===== config.mk =====
export PLATFORM = sky130hd
export DESIGN_NAME = bmi_seq_ctrl
export DESIGN_NICKNAME = d
export VERILOG_FILES = /design/src/rtl/bmi_pkg.sv /design/src/rtl/seq_mul16x8.sv /design/src/rtl/bmi_seq_ctrl.sv
export SDC_FILE = /design/constraint.sdc
export NUM_CORES = 1
export LEC_CHECK = 0
export ABC_AREA = 1
export BUFFER_PORTS_ARGS = -buffer_cell sky130_fd_sc_hd__buf_2
export CORE_UTILIZATION = 60
export DETAILED_ROUTE_END_ITERATION = 16
export HOLD_SLACK_MARGIN = 0.12
export PLACE_DENSITY = 0.76
export RECOVER_POWER = 50
export SLEW_MARGIN = 5
export SYNTH_ARGS = -nofsm -noshare
export SYNTH_HDL_FRONTEND = slang
export SYNTH_SLANG_ARGS = --single-unit
export TNS_END_PERCENT = 1

===== constraint.sdc =====
create_clock -name clk -period 2.9 [get_ports clk]
set_clock_uncertainty 0.2 [all_clocks]
set_input_delay 0.58 -clock clk [delete_from_list [all_inputs] [get_ports clk]]
set_output_delay 0.58 -clock clk [all_outputs]
set_load 0.01 [all_outputs]

===== src/rtl/bmi_pkg.sv =====
// Shared encodings and default constants for the sequential BMI engine.
package bmi_pkg;

    localparam int unsigned SCALE_DEF     = 100;
    localparam int unsigned TH_NORMAL_DEF = 18;
    localparam int unsigned TH_OVER_DEF   = 25;
    localparam int unsigned TH_OBESE_DEF  = 30;

    localparam int unsigned DATA_W = 8;
    localparam int unsigned PROD_W = 24;

    typedef enum logic [1:0] {
        CAT_UNDER  = 2'd0,
        CAT_NORMAL = 2'd1,
        CAT_OVER   = 2'd2,
        CAT_OBESE  = 2'd3
    } category_e;

    typedef enum logic [2:0] {
        IDLE  = 3'd0,
        MUL_H = 3'd1,
        MUL_W = 3'd2,
        DIV   = 3'd3,
        DONE  = 3'd4
    } state_e;

endpackage


===== src/rtl/seq_mul16x8.sv =====
// Iterative 16x8 shift-add multiplier, one multiplier bit per cycle.
// The start edge already consumes bit 0, so a product is ready after 8 edges.
module seq_mul16x8 (
    input  logic        clk,
    input  logic        rst_n,
    input  logic        start,
    input  logic [15:0] a,
    input  logic [7:0]  b,
    output logic        done,
    output logic [23:0] product
);

    logic [23:0] mcand;
    logic [7:0]  mplier;
    logic [2:0]  cnt;
    logic        run;

    always_ff @(posedge clk or negedge rst_n) begin
        if (!rst_n) begin
            product <= '0;
            mcand   <= '0;
            mplier  <= '0;
            cnt     <= '0;
            run     <= 1'b0;
            done    <= 1'b0;
        end else if (start) begin
            product <= b[0] ? {8'h00, a} : 24'h000000;
            mcand   <= {7'h00, a, 1'b0};
            mplier  <= {1'b0, b[7:1]};
            cnt     <= 3'd1;
            run     <= 1'b1;
            done    <= 1'b0;
        end else if (run) begin
            if (mplier[0]) begin
                product <= product + mcand;
            end
            mcand  <= {mcand[22:0], 1'b0};
            mplier <= {1'b0, mplier[7:1]};
            cnt    <= cnt + 3'd1;
            if (cnt == 3'd7) begin
                run  <= 1'b0;
                done <= 1'b1;
            end
        end
    end

endmodule


===== src/rtl/bmi_seq_ctrl.sv =====
// Handshaked sequential BMI engine: height^2 and SCALE*weight on a shared
// multiplier, then a 24-step restoring divide and threshold classification.
module bmi_seq_ctrl
    import bmi_pkg::*;
#(
    parameter int unsigned SCALE     = SCALE_DEF,
    parameter int unsigned TH_NORMAL = TH_NORMAL_DEF,
    parameter int unsigned TH_OVER   = TH_OVER_DEF,
    parameter int unsigned TH_OBESE  = TH_OBESE_DEF
) (
    input  logic       clk,
    input  logic       rst_n,
    input  logic       in_valid,
    output logic       in_ready,
    input  logic [7:0] weight,
    input  logic [7:0] height,
    output logic       out_valid,
    input  logic       out_ready,
    output logic [7:0] bmi,
    output logic [1:0] category,
    output logic       err,
    output logic       busy
);

    function automatic logic [7:0] sat8(input logic [23:0] q);
        return (q > 24'd255) ? 8'hFF : q[7:0];
    endfunction

    function automatic logic [1:0] classify(input logic [7:0] b);
        if (b < 8'(TH_NORMAL))    return CAT_UNDER;
        else if (b < 8'(TH_OVER))  return CAT_NORMAL;
        else if (b < 8'(TH_OBESE)) return CAT_OVER;
        else                       return CAT_OBESE;
    endfunction

    state_e      state, state_nxt;
    logic [7:0]  weight_q;
    logic [15:0] square_q;
    logic [23:0] dvd_q;
    logic [16:0] rem_q;
    logic [4:0]  div_cnt;

    logic        accept, div_last, mul_start, mul_done;
    logic [15:0] mul_a;
    logic [7:0]  mul_b;
    logic [23:0] mul_p;

    logic [16:0] rem_shift, rem_nxt;
    logic        q_bit;
    logic [23:0] quot_nxt;
    logic [7:0]  bmi_sat;

    assign accept    = in_valid && (state == IDLE);
    assign div_last  = (state == DIV) && (div_cnt == 5'd23);
    assign mul_start = (accept && (height != 8'd0)) || ((state == MUL_H) && mul_done);
    assign mul_a     = (state == IDLE) ? {8'h00, height} : 16'(SCALE);
    assign mul_b     = (state == IDLE) ? height : weight_q;

    seq_mul16x8 u_mul (
        .clk     (clk),
        .rst_n   (rst_n),
        .start   (mul_start),
        .a       (mul_a),
        .b       (mul_b),
        .done    (mul_done),
        .product (mul_p)
    );

    // Remainder stays below the 16-bit divisor, so the top bit never carries in.
    assign rem_shift = 17'({rem_q, dvd_q[23]});
    assign q_bit     = rem_shift >= {1'b0, square_q};
    assign rem_nxt   = q_bit ? (rem_shift - {1'b0, square_q}) : rem_shift;
    assign quot_nxt  = {dvd_q[22:0], q_bit};
    assign bmi_sat   = sat8(quot_nxt);

    always_ff @(posedge clk or negedge rst_n) begin
        if (!rst_n) begin
            state <= IDLE;
        end else begin
            state <= state_nxt;
        end
    end

    always_comb begin
        state_nxt = state;
        unique case (state)
            IDLE:    if (in_valid) state_nxt = (height == 8'd0) ? DONE : MUL_H;
            MUL_H:   if (mul_done) state_nxt = MUL_W;
            MUL_W:   if (mul_done) state_nxt = DIV;
            DIV:     if (div_cnt == 5'd23) state_nxt = DONE;
            DONE:    if (out_valid && out_ready) state_nxt = IDLE;
            default: state_nxt = IDLE;
        endcase
    end

    always_comb begin
        in_ready = (state == IDLE);
        busy     = (state != IDLE);
    end

    always_ff @(posedge clk or negedge rst_n) begin
        if (!rst_n) begin
            weight_q <= '0;
            square_q <= '0;
            dvd_q    <= '0;
            rem_q    <= '0;
            div_cnt  <= '0;
        end else begin
            if (accept) begin
                weight_q <= weight;
            end
            if ((state == MUL_H) && mul_done) begin
                square_q <= 16'(mul_p);
            end
            if ((state == MUL_W) && mul_done) begin
                dvd_q   <= mul_p;
                rem_q   <= '0;
                div_cnt <= '0;
            end else if (state == DIV) begin
                dvd_q   <= quot_nxt;
                rem_q   <= rem_nxt;
                div_cnt <= div_cnt + 5'd1;
            end
        end
    end

    // Result registers hold their last value after the handshake.
    always_ff @(posedge clk or negedge rst_n) begin
        if (!rst_n) begin
            bmi       <= '0;
            category  <= '0;
            err       <= 1'b0;
            out_valid <= 1'b0;
        end else begin
            if (accept && (height == 8'd0)) begin
                bmi      <= 8'hFF;
                category <= CAT_OBESE;
                err      <= 1'b1;
            end else if (div_last) begin
                bmi      <= bmi_sat;
                category <= classify(bmi_sat);
                err      <= 1'b0;
            end
            out_valid <= (state == DONE) && !(out_valid && out_ready);
        end
    end

endmodule


---- Word-level counts from Yosys, hierarchy flattened ----
Cells that the tools add are included.
operators by class
  add/subtract/negate cells ............... 4
  magnitude comparators ................... 5
  equality and inequality tests ........... 11
  mux-type cells .......................... 42
  reductions and logical operators ........ 22
operators by type and width
  operator             count
  $mux 24              7
  $mux 8               8
  $mux 16              3
  $add 24x24->24       1
  $gt 24x8->1 const B  1
  $lt 8x5->1 const B   3
  $mux 3               8
  $ge 17x16->1         1
  $sub 16x16->16       1
  $pmux 3 s5           1
  $mux 5               2
  $reduce_bool 2->1    5
  $mux 1               9
  $logic_and 1x1->1    8
  $logic_not 8->1      1
  $mux 2               4
  $reduce_bool 8->1    1
  $eq 3x2->1 const B   2
  $eq 3x3->1 const B   2
  $ne 2x1->1 const B   3
  $add 5x1->5 const B  1
  $eq 5x5->1 const B   1
  $reduce_and 5->1     1
  $ne 2x2->1 const B   2
  other kinds (7)      8
storage, ports and cells
  register bits after elaboration ......... 145
  bits of input ports ..................... 20
  output and inout port bits .............. 14
  word-level logic and storage cells ...... 100

---- Logic depth before layout (Yosys ltp) ----
Gate-level depths: netlist (run 1).
  word-level depth ........................ 9
  depth in mapped cells ................... 14
  depth with buffers taken out ............ 14

---- Modules after synthesis ----
From an unflattened synthesis (run 1), not the netlist that was laid out.
unflattened totals
  cells, all modules ...................... 1,272
  area total of the unflattened synthesis .. 9,088.7 µm²
by module, submodules not included
  module        instances  cells an instance  area each (µm²)  sequential area each (µm²)
  bmi_seq_ctrl  1          668                4,943.5          2,102.0
  seq_mul16x8   1          604                4,145.2          1,476.4

---- Worst setup path after synthesis (run 1) ----
Ideal clock, no wire load.
  path type ............................... register to register
  from .................................... register rem_q[5]
  to ...................................... register rem_q[10]
  setup time .............................. 0.118 ns
  data arrival time ....................... 1.741 ns
  data required time ...................... 2.582 ns
  setup slack ............................. 0.841 ns
  cell stages (with the launch flop) ...... 12
  path buffers ............................ 1
  period minus slack after synthesis ...... 2.059 ns
  path through ............................ dfrtp_1 -> ha_1 -> nand2_1 -> nor2_1 -> nand3_1 -> nand3_1 -> nand2_1 -> nand2_1 -> buf_2 -> nand3_1 -> nand3_1 -> nand2_1
between the ends
  longest elaborated chain between the ends .. 4
  elaborated cells between the ends (all ways) .. 5
  classes of those cells .................. add/sub: 1; order compare: 1; mux: 3
RTL lines
  item                                                   line                                    source
  start: declaration                                     bmi_seq_ctrl.sv:40                      logic [16:0] rem_q;
  start signal: assignment                               bmi_seq_ctrl.sv:121                     rem_q <= rem_nxt;
  $sub 16x16->16 / $ge 17x16->1 (equally long branches)  bmi_seq_ctrl.sv:72, bmi_seq_ctrl.sv:71
  $mux 16 (*)                                            bmi_seq_ctrl.sv:72                      assign rem_nxt = q_bit ? (rem_shift - {1'b0, square_q}) : rem_shift;
  $mux 16 (*)                                            bmi_seq_ctrl.sv:119                     end else if (state == DIV) begin
  $mux 16 (*)                                            bmi_seq_ctrl.sv:115                     if ((state == MUL_W) && mul_done) begin
Every way passes the cells marked *; elsewhere a longest branch is shown, timed or not. The select of a mux whose other input is x is not followed.
A chain may end at the register's enable or synchronous reset.

---- Final worst setup path (run 1) ----
  from .................................... register state[1]
  to ...................................... output in_ready
between the ends
  longest elaborated chain between the ends .. 1
RTL lines
  item                      line                source
  start: declaration        bmi_seq_ctrl.sv:36  state_e state, state_nxt;
  start signal: assignment  bmi_seq_ctrl.sv:80  state <= state_nxt;
  $logic_not 3->1           bmi_seq_ctrl.sv:97  in_ready = (state == IDLE);
  end: declaration          bmi_seq_ctrl.sv:14  output logic in_ready,
Every way passes these cells.

==> key figures, run 1 <==
Status
  – Outcome: finished, final reports clean

Power
  – Leak: 4.80 nW
  – Peak VDD IR: 0.671 mV
  – Power Density: 1280 nW/µm²

Timing
  – Finish-stage setup viols: 0
  – Final setup margin: 343 ps
  – Worst slew pin tran: 1260 ps
  – Min Hold Slack: 147 ps
  – Max-slew violations: 0
  – Highest Clock Rate: about 400 MHz
  – Fin. Hold Viols: 0
  – Minimum clock period: around 2600 ps
  – TNS Setup: 0 ps
  – Max-slew headroom: 16.0%
  – RSZ-0062 raised after global routing: false
  – Tcrit/Tclk final: 88.2%

Yosys
  – Post-Synthesis Cells: 1,177
  – Avg Cell Area, Syn: 7.27 µm²
  – FF+latch count, synth: approximately 140
  – Sequential area share after synthesis: 41.8%
  – Ys Warns: 0
  – Syn nets: 1,240
  – Yosys cell types: 37
  – Mapped Area: around 8600 µm²

Worst setup path
  – Crit. End Element: primary output
  – Startpoint types: flip-flop
  – R2r startpoint: rem_q[11]
  – CP Class: flip-flop to primary output
  – Worst Setup SP: state[1]
  – Reg2Reg Depth: 13
  – CP required: 2120 ps
  – Reg2Reg Setup Slack: between 300 and 400 ps
  – Critical R2R Capture: rem_q[6]
  – WP data arrival: 1780 ps
  – Critical path peak fanout: 13

Clock network
  – CTS tree: done
  – TritonCTS Buffers: 17
  – H-tree levels: 4
  – Post-CTS sizing: 0
  – Clock sink total: 143
  – CTS Buffer Depth: 2
  – Clk_lat worst skew: about 430 ps
  – Clk slew on worst S/H paths: 60 ps
  – Setup repair bufs after CTS: 0
  – CTS Root Buffer Type: clkbuf_16

Finish
  – Syn-to-layout area delta: 11.4%
  – Fin area: around 9500 µm²
  – Proportion of layout cells with a drive suffix above 1: under 10%
  – Fillers: 1,257
  – Antenna Diode Count: 0
  – Reg area: 3580 µm²
  – Cell Count, Final, Fillers Out: 1,411
  – Multi-input logic area: 4190 µm²
  – # nets final: 1,281

Global route
  – GRT overflow: 0
  – First-pass GRT wire length: 36,700 µm
  – Initial antenna violation count: 0
  – Pin count of the biggest net entering global routing: 64
  – Vias in the first global route: 7,604
  – Gr usage total: 32.1%

Worst hold path
  – WHS Endpoint: weight_q[6]
  – Hold Startpoint: weight[6]
  – Hold Path Depth: 3
  – HP Class: input pin to flip-flop

Placed design
  – Dpl ws: just under 400 ps
  – # port buffers: 33
  – Hpwl dp: 16,000 µm
  – GP Congestion: 0.916
  – Placed Cells incl. Taps: roughly 1,400
  – Post-DP Area: 8940 µm²

Routing
  – WL/cell: 15.3 µm
  – Remaining antenna violation count after routing: 0
  – Routed vias: 7,778
  – Router iterations before antenna repair: 5
  – DRT iter0 DRCs: 592
  – Routed WL: 21,700 µm
  – DR DRC count: 0
  – Vias/cell: between 5 and 6

Floorplanning
  – Core Region: between 10,000 and 15,000 µm²
  – Cell Rows: 43
  – Die ar.: 14,700 µm²
  – Initial Utilization: between 60% and 70%
  – Die Height: 121 µm
  – Chip width: 121 µm
  – IO Count: 34

Job
  – Max cap viols: 0
-- layout by cell type, fill, tap and decap left out, types with 12 or more instances in the layout --
cell type / count
nand2_1: 369
inv_1: 160
dfrtp_1: 143
nor2_1: 105
nand3_1: 74
o21ai_0: 74
a21oi_1: 55
ha_1: 41
buf_2: 20
o22ai_1: 17
o221ai_1: 17
clkbuf_16: 17
clkbuf_1: 16
nand4_1: 14
buf_4: 12
-- final cells by class --
cell class	count	share of cell area, %
sequential	143	37.5
clock buffer	17	4.46
clock inverter	15	2.11
inverter	168	6.61
tap	180	2.36
timing repair buffer	51	2.99
multi-input combinational	837	43.9
-- worst max path at each step --
stage / slack [ps] / endpoint
final: 340 / in_ready
after global routing: 140 / rem_q[3]
after floorplan: 840 / rem_q[10]
after CTS: 320 / in_ready
after global placement: 310 / rem_q[10]
after detailed placement: 390 / rem_q[6]
-- cells in the mapped netlist (all sizes together) --
| cell | number | area (µm²) |
|---|---|---|
| o21bai | 1 | 7.51 |
| nor4 | 1 | 6.26 |
| ha | 41 | 513 |
| a22o | 4 | 35.0 |
| o22a | 1 | 8.76 |
| o211ai | 11 | 82.6 |
| buf | 20 | 118 |
| inv | 167 | 627 |
| a21oi | 55 | 275 |
| o21ai | 79 | 399 |
| nand2 | 371 | 1400 |
| dfrtp | 143 | 3580 |
| and2 | 4 | 25.0 |
| a21boi | 1 | 7.51 |
| nand3 | 74 | 370 |
| o221ai | 17 | 149 |
| xor2 | 9 | 78.8 |
| a31oi | 6 | 37.5 |
| nand4 | 14 | 87.6 |
| nor2 | 109 | 432 |
| fa | 2 | 40.0 |
| xnor2 | 6 | 52.6 |
| nor3 | 9 | 45.0 |
| o21a | 4 | 30.0 |
| mux2 | 1 | 11.3 |
| o22ai | 17 | 106 |
| clkinv | 1 | 3.75 |
| clkbuf | 9 | 33.8 |
-- sequential cells by signal, indices dropped and copies added, names as in the netlist --
name,flops
square_q,16
state,3
u_mul.product,24
out_valid,1
category,2
div_cnt,5
weight_q,8
u_mul.cnt,3
dvd_q,24
u_mul.done,1
rem_q,16
u_mul.mcand,23
err,1
u_mul.run,1
bmi,8
u_mul.mplier,7
-- critical path, stage by stage (launching register included) --
cell and delay, ps:
dfrtp_1 400, nor2_1 150, nand2_1 110, buf_4 180, inv_1 300, buf_2 210
-- per-layer routing --
| metal | track usage (%) | vias up | routed length [µm] |
|---|---|---|---|
| met5 | 0 | - | 0 |
| met4 | 11.3 | 0 | 466 |
| met3 | 5.92 | 40 | 968 |
| met2 | 52.1 | 201 | 10300 |
| met1 | 43.0 | 3647 | 9950 |
| li1 | - | 3890 | - |
-- kinds of logic (layout without fill, tap and decap cells) --
logic type                 after synthesis  after routing  share of synthesized area, %
buffers and inverters                  197            251                          9.14
DFF                                    143            143                          41.8
muxes                                    1              1                         0.132
AOI/OAI and AO/OA                      196            196                          13.3
and+or+nand+nor                        582            582                          27.6
adders and majority gates               43             43                          6.46
xor gates and xnor gates                15             15                          1.54
-- power by group --
group          leakage, nW  switching (mW)  internal, mW
combinational         2.68            4.29          2.21
sequential            1.82           0.581          2.78
clock                0.296           0.949          1.38
-- through the flow --
| stage | total power [mW] | util (%) |
|---|---|---|
| 6_report | 12.2 | 68.7 |
| 5_1_grt | 13.3 | 68.7 |
| 4_1_cts | 12.2 | 69.0 |
| 3_5_place_dp | 9.80 | 64.4 |
| 3_3_place_gp | 9.71 | 64.4 |
| 2_1_floorplan | 8.17 | - |
-- timing repair --
item / CTS / global route
setup endpoints to repair: 0 / 0
hold endpoints to repair: 38 / 0
hold buffers: 1 / 0
Power figures use the tool's default switching activity.
==> run 2: changes to the inputs <==
- CAP_MARGIN: default -> 20
- CORE_MARGIN: default -> 10
==> key figures, run 2 (synthesis gave the netlist of run 1 again) <==
Finish
  – Most frequent cells in the layout: nand2_1, inv_1, dfrtp_1
  – Antenna Diode Count: 0 (unchanged)
  – # nets final: 1,283 (+0.16%)
  – Syn-to-layout area delta: 11.8%
  – Largest registers: dvd_q (24), u_mul.product (24), u_mul.mcand (23)
  – Proportion of layout cells with a drive suffix above 1: 7.71% (+1.1 points)
  – Most common cell after layout, fill and taps aside: nand2_1
  – Fillers: 1,218 (-3.1%)
  – Cell Count, Final, Fillers Out: 1,412 (+0.071%)

Worst setup path
  – Crit path cell chain: inv_1 > nor2_1 > nand2_1 > clkbuf_1 > inv_2 > nor2_2 > inv_2 > o221ai_1
  – CP required: 3040 ps (+920 ps)
  – Worst path max stage delay: 760 ps (+360 ps)
  – WP data arrival: 2720 ps (+940 ps)
  – CP dominant cell by count: inv_2
  – CP Class: flip-flop to flip-flop
  – Crit. End Element: flip-flop
  – Startpoint types: flip-flop
  – CP max-delay cell: clkbuf_1
  – Critical path peak fanout: 21 (+8)
  – Bufs and invs on worst path: 4 (+1)
  – Delay-heaviest family, CP: buffers and inverters

Global route
  – First-pass GRT wire length: 36,900 µm (+0.53%)
  – Pin count of the biggest net entering global routing: 68 (+6.3%)
  – Vias in the first global route: 7,690 (+1.1%)
  – GRT overflow: 0 (unchanged)
  – Gr usage total: 22.6% (-9.5 points)
  – Initial antenna violation count: 0 (unchanged)

Status
  – Failing checks: capacitance limit, slew limit
  – Outcome: finished, violations left

Routing
  – DRT iter0 DRCs: 617 (+4.2%)
  – Routed WL: 21,700 µm (+0.22%)
  – Remaining antenna violation count after routing: 0 (unchanged)
  – Router iterations before antenna repair: 7 (+2)
  – Vias/cell: 5.52 (+0.13%)
  – Routed vias: 7,794 (+0.21%)
  – DR DRC count: 0 (unchanged)
  – WL/cell: 15.4 µm (+0.15%)

Placed design
  – Hpwl dp: 16,400 µm (+2.7%)
  – GP Congestion: 0.925 (+1.0%)
  – Placed Cells incl. Taps: 1,380 (+0.15%)
  – # port buffers: 33 (unchanged)

Timing
  – Fin. Hold Viols: 0 (unchanged)
  – Max-slew headroom: -11.5% (-27 points)
  – Worst slew pin tran: 1670 ps (+411 ps)
  – Max-slew violations: 66 (+66)
  – RSZ-0062 raised after global routing: false
  – Minimum clock period: 2590 ps (+29.9 ps)
  – Tcrit/Tclk final: 89.2% (+1.0 points)
  – TNS Setup: 0 ps (unchanged)
  – Finish-stage setup viols: 0 (unchanged)
  – Highest Clock Rate: 387 MHz (-1.2%)

Clock network
  – CTS tree: done
  – Clk slew on worst S/H paths: 60 ps (about the same)
  – H-tree levels: 4 (unchanged)
  – Clk_lat worst skew: 420 ps (about the same)
  – Post-CTS sizing: 0 (unchanged)
  – Setup repair bufs after CTS: 0 (unchanged)
  – TritonCTS Buffers: 17 (unchanged)
  – CTS Buffer Depth: 2 (unchanged)
  – Clock sink total: 143 (unchanged)
  – CTS Root Buffer Type: clkbuf_16

Floorplanning
  – Core Region: 13,900 µm² (+0.39%)
  – Die ar.: 19,400 µm² (+32%)
  – Die Height: 139 µm (+15%)
  – IO Count: 34 (unchanged)
  – Initial Utilization: 61.4% (-0.24 points)
  – Cell Rows: 43 (unchanged)
  – Chip width: 139 µm (+15%)

Job
  – Max cap viols: 1 (+1)

Power
  – Power Density: 1270 nW/µm² (-0.99%)
  – Peak VDD IR: 0.774 mV (+15%)
  – Leak: 4.84 nW (+0.98%)

Worst hold path
  – HP Class: input pin to flip-flop
## run 2: per-stage QoR
step                power, mW  cell area, µm²  utilization (%)  hold slack (ps)  worst slack (ps)
finish                   12.1            9570             68.7              158               313
global placement         9.70            8970             64.4              253               421
global route             13.2            9570             68.7              179               133
detailed placement       9.79            8970             64.4              267               423
floorplan                8.17            8560                -             84.4               841
CTS                      12.1            9590             68.8              155               339
## run 2: worst register-to-register path, stage by stage (launching register included)
cell and delay, ps:
dfrtp_1 390, inv_1 70, nor2_1 50, nand2_1 90, clkbuf_1 760, inv_2 140, nor2_2 350, inv_2 230
o221ai_1 220
## run 2: path summary, 6_finish.rpt
check                       startpoint               end  slack (ps)  cells after the start
setup reg to reg              state[1]          dvd_q[0]         310                      8
hold reg to reg            weight_q[5]       weight_q[5]         280                      2
setup / recovery              state[1]          dvd_q[0]         310                      8
min in group asynchronous        rst_n            bmi[4]         920                      2
hold / removal               weight[7]       weight_q[7]         160                      3
max in group asynchronous        rst_n  u_mul.product[0]         530                      3
## run 2: layout make-up
cell class	instances	area [µm²]	area share [%]
sequential	143	3580	37.4
clock buffer	21	470	4.92
inverter	168	631	6.59
tap	180	225	2.35
clock inverter	10	135	1.41
timing repair buffer	53	333	3.48
multi-input combinational	837	4200	43.9
## run 2: what timing repair did
| action | CTS | global route |
|---|---|---|
| hold buffers | 1 | 0 |
| endpoints found under the setup margin | 0 | 0 |
| hold endpoints to repair | 63 | 0 |
## run 2: layer usage
metal / part of all wire [%] / global-route usage [%] / vias to the layer above / wire length [µm]
met2: 49 / 38.4 / 188 / 10600
met5: 0 / 0 / - / 0
met3: 4.0 / 3.95 / 38 / 874
met4: 1.7 / 6.26 / 0 / 362
li1: - / - / 3901 / -
met1: 45 / 28.9 / 3667 / 9870
## run 2: power breakdown
| part | internal, mW | leakage, nW | switching, mW |
|---|---|---|---|
| sequential | 2.78 | 1.82 | 0.576 |
| clock | 1.41 | 0.299 | 0.853 |
| combinational | 2.23 | 2.72 | 4.26 |
